`config.mk`:
```
export PLATFORM = sky130hd
export DESIGN_NAME = rom_sample_player
export DESIGN_NICKNAME = d
export VERILOG_FILES = /design/src/rtl/rom_player_pkg.sv /design/src/rtl/sample_addr_counter.sv /design/src/rtl/rom_sample_player.sv
export SDC_FILE = /design/constraint.sdc
export NUM_CORES = 1
export LEC_CHECK = 0
export ABC_AREA = 0
export BUFFER_PORTS_ARGS = -buffer_cell sky130_fd_sc_hd__buf_2
export CAP_MARGIN = 0
export CELL_PAD_IN_SITES_DETAIL_PLACEMENT = 0
export CELL_PAD_IN_SITES_GLOBAL_PLACEMENT = 2
export CORE_MARGIN = 4
export CORE_UTILIZATION = 15
export DETAILED_ROUTE_END_ITERATION = 7
export GPL_TIMING_DRIVEN = 0
export MAX_ROUTING_LAYER = met4
export PLACE_DENSITY_LB_ADDON = 0.08
export SYNTH_ARGS = -nofsm -noshare
export SYNTH_HDL_FRONTEND = slang
export SYNTH_SLANG_ARGS = --single-unit
```
`constraint.sdc`:
```
create_clock -name CLOCK_50 -period 2.15 [get_ports CLOCK_50]
set_input_delay 0.215 -clock CLOCK_50 [delete_from_list [all_inputs] [get_ports CLOCK_50]]
set_output_delay 0.215 -clock CLOCK_50 [all_outputs]
set_load 0.1 [all_outputs]
```
`src/rtl/rom_player_pkg.sv`:
```
// Shared types and default sizing for the ROM sample player.
package rom_player_pkg;

    typedef enum logic {IDLE, PLAY} play_state_t;

    localparam int DEFAULT_DATA_W    = 24;
    localparam int DEFAULT_ADDR_W    = 16;
    localparam int DEFAULT_LAST_ADDR = 47999;
    localparam int DEFAULT_NCH       = 2;

endpackage

```
`src/rtl/sample_addr_counter.sv`:
```
// ROM address counter: synchronous clear, increment, wraps to 0 after LAST_ADDR.
module sample_addr_counter #(
    parameter int ADDR_W    = 16,
    parameter int LAST_ADDR = 47999
) (
    input  logic              clk,
    input  logic              rst,
    input  logic              clr,
    input  logic              inc,
    output logic [ADDR_W-1:0] addr,
    output logic              wrap
);

    logic [ADDR_W-1:0] addr_reg;
    logic [ADDR_W-1:0] addr_next;

    assign wrap = (addr_reg == ADDR_W'(LAST_ADDR));
    assign addr = addr_reg;

    // Clear wins over increment so a restart always lands on sample 0.
    always_comb begin
        addr_next = addr_reg;
        if (clr) begin
            addr_next = '0;
        end else if (inc) begin
            addr_next = wrap ? '0 : addr_reg + ADDR_W'(1);
        end
    end

    always_ff @(posedge clk or posedge rst) begin
        if (rst) begin
            addr_reg <= '0;
        end else begin
            addr_reg <= addr_next;
        end
    end

endmodule

```
`src/rtl/rom_sample_player.sv`:
```
// ROM sample player: start/stop FSM, one-shot or looping playback, ROM/mic output mux.
// Optional ROM attenuation is enabled by defining ROM_ATTEN_EN (adds the atten port).
module rom_sample_player
    import rom_player_pkg::*;
#(
    parameter int DATA_W    = DEFAULT_DATA_W,
    parameter int ADDR_W    = DEFAULT_ADDR_W,
    parameter int LAST_ADDR = DEFAULT_LAST_ADDR,
    parameter int NCH       = DEFAULT_NCH
) (
    input  logic                  CLOCK_50,
    input  logic                  reset,
    input  logic                  start,
    input  logic                  stop,
    input  logic                  loop_en,
    input  logic                  sel_rom,
    input  logic                  advance,
    input  logic [NCH*DATA_W-1:0] mic_in,
    input  logic [DATA_W-1:0]     rom_q,
`ifdef ROM_ATTEN_EN
    input  logic [2:0]            atten,
`endif
    output logic [ADDR_W-1:0]     rom_addr,
    output logic [NCH*DATA_W-1:0] aud_out,
    output logic                  playing,
    output logic                  done
);

    play_state_t state_reg;
    play_state_t state_next;
    logic        done_reg;
    logic        done_next;
    logic        cnt_clr;
    logic        cnt_inc;
    logic        cnt_wrap;

    sample_addr_counter #(
        .ADDR_W    (ADDR_W),
        .LAST_ADDR (LAST_ADDR)
    ) u_addr (
        .clk  (CLOCK_50),
        .rst  (reset),
        .clr  (cnt_clr),
        .inc  (cnt_inc),
        .addr (rom_addr),
        .wrap (cnt_wrap)
    );

    // Priority: start, then stop, then advance; IDLE ignores stop and advance.
    always_comb begin
        state_next = state_reg;
        cnt_clr    = 1'b0;
        cnt_inc    = 1'b0;
        done_next  = 1'b0;
        if (start) begin
            state_next = PLAY;
            cnt_clr    = 1'b1;
        end else if (state_reg == PLAY) begin
            if (stop) begin
                state_next = IDLE;
                cnt_clr    = 1'b1;
                done_next  = 1'b1;
            end else if (advance) begin
                if (cnt_wrap && !loop_en) begin
                    state_next = IDLE;
                    cnt_clr    = 1'b1;
                    done_next  = 1'b1;
                end else begin
                    cnt_inc = 1'b1;
                end
            end
        end
    end

    always_ff @(posedge CLOCK_50 or posedge reset) begin
        if (reset) begin
            state_reg <= IDLE;
            done_reg  <= 1'b0;
        end else begin
            state_reg <= state_next;
            done_reg  <= done_next;
        end
    end

    assign playing = (state_reg == PLAY);
    assign done    = done_reg;

    logic [DATA_W-1:0] rom_shaped;
`ifdef ROM_ATTEN_EN
    assign rom_shaped = $signed(rom_q) >>> atten;
`else
    assign rom_shaped = rom_q;
`endif

    logic rom_active;
    assign rom_active = sel_rom & playing;

    generate
        for (genvar gi = 0; gi < NCH; gi++) begin : g_ch
            assign aud_out[gi*DATA_W +: DATA_W] =
                rom_active ? rom_shaped : mic_in[gi*DATA_W +: DATA_W];
        end
    endgenerate

endmodule
```
-- Word-level counts from Yosys, hierarchy flattened
Cells that the tools add are included.
- flip-flop bits (word level): 18
- input port bits: 79
- logic and storage cells: 29
- reduce and logical (&&, ||, !) cells: 3
- muxes and demuxes: 20
- bitwise gates (word level): 1
- eq/ne operators: 1
- add/sub/neg operators: 1
- operators with widths (operator ; number):
    16-bit two-way mux ; 3
    24-bit two-way mux ; 2
    16-bit by 1-bit adder with 16-bit output, second input constant ; 1
    16-bit equality test, second input constant ; 1
    1-bit two-way mux ; 15
    2-bit nonzero test ; 1
    1-bit bitwise AND ; 1
    1-bit logical AND ; 1
    1-bit logical NOT ; 1

-- Longest topological paths before layout
- depth in word-level cells: 9
- gate-level depth with buffers: 8
- mapped depth without buffers: 6

-- Hierarchy
Synthesis repeated with hierarchy kept, for this count alone.
- cell total of the unflattened synthesis: 193
- area, all modules: 1575.3 sq um
- modules (own cells, without submodules) (module ; instances ; area an instance (sq um) ; cells an instance ; sequential area each (sq um)):
    sample_addr_counter ; 1 ; 892.1 ; 98 ; 400.4
    rom_sample_player ; 1 ; 683.2 ; 95 ; 50.0

-- Worst setup path after synthesis
No wires, ideal clock.
- kind: register -> register
- start point: register u_addr.addr_reg[0], in the netlist u_addr.addr[0]
- end point: register u_addr.addr_reg[1], in the netlist u_addr.addr[1]
- setup slack: -652 ps
- cell stages (with the launch flop): 8
- arrival: 2677 ps
- buffers on the path: 2
- required time: 2025 ps
- cell sequence: dfrtp_1 ha_1 nand4_1 or4_1 buf_6 o31ai_4 buf_6 nor2_1
- word-level cells in the longest chain between the ends: 8
- elaborated cells on any way between the ends: 17
- ends and longest elaborated chain (element ; line ; RTL):
    from (decl) ; sample_addr_counter.sv:14 ; logic [ADDR_W-1:0] addr_reg;
    from (signal assigned) ; sample_addr_counter.sv:34 ; addr_reg <= addr_next;
    branches (longest 8 deep; another with 16-bit by 1-bit adder with 16-bit output) ; n/a ;
Parallel ways; which one is timed is not known. The select of a mux whose other input is x is not followed.
A chain may end at the register's enable or synchronous reset.

-- Worst setup path in the final report
- start point: register u_addr.addr_reg[7], in the netlist u_addr.addr[7]
- end point: register u_addr.addr_reg[4], in the netlist u_addr.addr[4]
- word-level cells in the longest chain between the ends: 8
- elaborated cells on any way between the ends: 16
- ends and longest elaborated chain (element ; line ; RTL):
    16-bit equality test (*) ; sample_addr_counter.sv:17 ; assign wrap = (addr_reg == ADDR_W'(LAST_ADDR));
    1-bit logical AND ; rom_sample_player.sv:64 ; if (cnt_wrap && !loop_en) begin
    1-bit two-way mux ; rom_sample_player.sv:64 ;
    1-bit two-way mux ; rom_sample_player.sv:63 ; end else if (advance) begin
    1-bit two-way mux ; rom_sample_player.sv:59 ; if (stop) begin
    1-bit two-way mux ; rom_sample_player.sv:58 ; end else if (state_reg == PLAY) begin
    1-bit two-way mux ; rom_sample_player.sv:55 ; if (start) begin
    16-bit two-way mux / 2-bit nonzero test (equally long branches) ; n/a ;
Mark *: on every way between the ends. The rest lies on a longest branch, timed or not. The select of a mux whose other input is x is not followed.

==> impl_summary.txt <==
----------------------------------------------------
[Detailed routing]
  Wire length reported by the detailed router ... 8.06 mm
  Detailed-routing wirelength on met1 ... 3.53 mm
  DR vias/cell ... 4.15
  Max layer used ... met4
  Overall via count from detail_route ... 2273
  Number of DRC markers in iteration 0 ... 96
  Number of iterations in the first detailed-routing pass ... 4
  Drc violations ... 0
  Wirelength per Cell ... 14.7 µm
  Amount of wire on met3 after detailed routing ... 567 µm
  Remaining antenna violation count ... 0
  Sum of met2 wire segment lengths after detailed routing ... 3.91 mm

[Yosys]
  Number of warnings reported in the yosys synthesis log ... 0
  Synthesized net count ... 337
  Area share of the leading cell type in the synthesized netlist ... 0.313
  Leading post-synthesis cells by cell area ... nand2_1 31%, dfrtp_1 28%, a21oi_1 4.0%, nor3_1 3.1%, o21ai_0 2.8%
  Most used standard cell by instance count after synthesis ... nand2_1
  Proportion of synthesized chip area in sequential cells ... 0.280
  Top cell type by total area after synthesis ... nand2_1
  Number of distinct library cells after synthesis ... 34
  Commonest register cell after synthesis ... dfrtp_1
  Gate Count Post-Synth ... 257
  Total standard cell area after synthesis ... 1610 µm²
  Register bit total from synthesis ... 18
  Commonest cells in the synthesized netlist ... 134 x nand2_1, 18 x dfrtp_1, 13 x a21oi_1
  Count of flip-flops with a built-in enable after synthesis ... 0
  Async S/R FF share, synth ... 1.00
  Synthesized area per cell ... 6.26 µm²

[Clock tree]
  Max Buffers Root-to-Sink ... 2
  Hold-fix buffers at CTS ... 0
  Root buf cell ... clkbuf_8
  Number of buffers created by CTS ... 3
  Clock tree from TritonCTS ... built
  H-Tree Level Count ... 1
  Clock transition at the registers of the reported paths ... 0.08 ns
  Sink Count ... 18
  Skew-Pair Late Insertion Delay ... 0.26 ns

[Setup path]
  Signal arrival time at the worst endpoint ... 2.23 ns
  Setup crit end kind ... register
  Worst path required time ... 2.33 ns
  Number of cells on the worst reg-to-reg path ... 6
  Worst reg-to-reg setup slack ... 0.10 ns
  Worst R2R Start ... u_addr.addr[7]$_DFFE_PP0P_
  Worst Path Max Fanout ... 7
  Reg-to-reg endpoint ... u_addr.addr[4]$_DFFE_PP0P_
  Worst setup SP type ... register
  Type of the setup path with the least slack ... register to register

[Layout]
  Nets ... 493
  Layout overhead on the synthesized area ... 75.6%
  Max FFs per register ... 16
  Fraction of final layout cells sized beyond drive strength 1 ... 0.490
  Antenna diode count ... 0
  Post-layout util ... 0.272
  Area of combinational cells with multiple inputs ... 1150 µm²
  Register Area ... 479 µm²
  Count of filler cells inserted in the layout ... 1205

[Power and ir drop]
  Total Power ... 0.00163 W
  Leakage power total ... 1.52 nW
  Pwr/cell area ... 578 nW/µm²
  Max IR drop VDD ... 0.222 mV

[Timing]
  Finish-stage setup viols ... 0
  Min Tclk post-route ... 2.05 ns
  Rel. slew slack ... 0.439
  Setup repair after global routing missed its margin ... no
  Fin crit share ... 0.953
  Worst Tran Pin Value ... 0.841 ns
  Number of endpoints with negative hold slack in the final report ... 0
  Max-slew violation count ... 0
  Achievable clock frequency ... 488 MHz
  Clock skew ... 0.00711 ns

[GRT]
  Wire length of the first global-routing pass ... 12.8 mm
  Aggregate global-route resource usage ... 0.129
  Remaining Overflow, GRT ... 0
  Pin count of the biggest net entering global routing ... 19
  Vias in the first global route ... 2255
  Number of antenna violations at the first check in global routing ... 0

[Place]
  Routability congestion estimate ... 0.785
  Quantity of I/O buffers inserted on ports ... 144
  Half-perimeter wire length after placement ... 6.38 mm

[Flow run]
  Count of max-cap constraint violations ... 0

[Floorplan]
  Starting density of the core ... 0.155
  Core box area ... 10400 µm²
  Horizontal extent of the die ... 112 µm
  Area enclosed by the die boundary ... 12400 µm²
  Top-level I/O count ... 145
  Number of placement rows ... 37
  Vertical extent of the die ... 112 µm

[Worst hold path]
  Hold WC Path Type ... primary input to asynchronous set/reset pin

[Status]
  Result of the run ... complete, no violations

----------------------------------------------------
## worst max-delay path: stages (launching register included)
cell and delay [ns]:
dfrtp_4 0.52, nand4bb_4 0.23, or4_4 0.62, o21ai_4 0.25
buf_6 0.16, o21ai_1 0.06, a21oi_1 0.14
## cell usage in the layout, fill, tap and decap left out, types with 2 or more instances in the layout
cell      Yosys  final
nor4_1        4      3
buf_2         0    105
nor2_2        2      3
and2_1        2      2
o21ai_0       9      8
clkbuf_4      0      4
xor2_1        3      3
inv_1         3      3
buf_6         4      3
a21oi_2       0      5
dfrtp_4       0      3
o21a_1        3      3
nand3_1       4      4
buf_4         0     49
or3_1         3      3
nand4_1       7      7
o211ai_1      2      2
nor2_1        9      8
dfrtp_2       0     14
nand2_1     134    134
a21oi_1      13      8
nor3_1       10     10
clkbuf_8      0      3
clkbuf_2      0      3
## what timing repair did
action,CTS,global route
pin swaps,4,5
buffers inserted,2,7
gates cloned,1,0
setup endpoints to repair,57,53
gates resized for setup,53,13
## layer usage
layer / vias to the layer above / track usage
li1: 1172 / -
met1: 998 / 0.161
met2: 98 / 0.220
met3: 5 / 0.0239
met4: 0 / 0.0219
met5: - / -
## cell families (layout without fill, tap and decap cells)
| kind of cell | after synthesis | after routing | synth area share |
|---|---|---|---|
| XOR/XNOR | 3 | 3 | 0.0163 |
| buffers and inverters | 16 | 171 | 0.0560 |
| flip-flops | 18 | 18 | 0.280 |
| AND/OR/NAND/NOR | 182 | 182 | 0.483 |
| adder cells (fa/ha/maj) | 1 | 1 | 0.00778 |
| multiplexers | 1 | 1 | 0.00623 |
| AO/OA/AOI/OAI | 36 | 36 | 0.150 |
## through the flow
stage               TNS (ns)  hold slack [ns]  setup WS (ns)  std cells  cell area [µm²]
global route               0            0.138         0.0199        548             2820
detailed placement     -5.26            0.418         -0.243        537             2560
floorplan              -8.72            0.153         -0.177        257             1670
finish                     0            0.111          0.101        548             2820
CTS                        0            0.132         0.0183        542             2750
global placement       -6.71            0.420         -0.293        537             2560
## area by class of cell
type | instances | area share
plain buffers | 10 | 0.0257
clock buffers | 4 | 0.0160
inverters | 3 | 0.00399
multi-input cells | 223 | 0.406
flip-flops and latches | 18 | 0.170
well taps | 136 | 0.0603
repair buffers | 154 | 0.319
## worst max path at each step
stage | start | end | slack, ns | depth (start not counted)
floorplan | playing$_DFF_PP0_ | aud_out[10] | -0.18 | 5
global placement | u_addr.addr[7]$_DFFE_PP0P_ | u_addr.addr[8]$_DFFE_PP0P_ | -0.29 | 6
detailed placement | u_addr.addr[7]$_DFFE_PP0P_ | u_addr.addr[1]$_DFFE_PP0P_ | -0.24 | 6
CTS | u_addr.addr[0]$_DFFE_PP0P_ | u_addr.addr[11]$_DFFE_PP0P_ | 0.02 | 6
global route | playing$_DFF_PP0_ | aud_out[38] | 0.02 | 6
finish | u_addr.addr[7]$_DFFE_PP0P_ | u_addr.addr[4]$_DFFE_PP0P_ | 0.10 | 6
## power by group
group          switching (W)  leakage [nW]  internal (W)  total, W
combinational       0.000817          1.28      0.000207   0.00102
clock               0.000131        0.0228      0.000132  0.000263
sequential        0.00000422         0.219      0.000342  0.000346
Power figures use the tool's default switching activity.
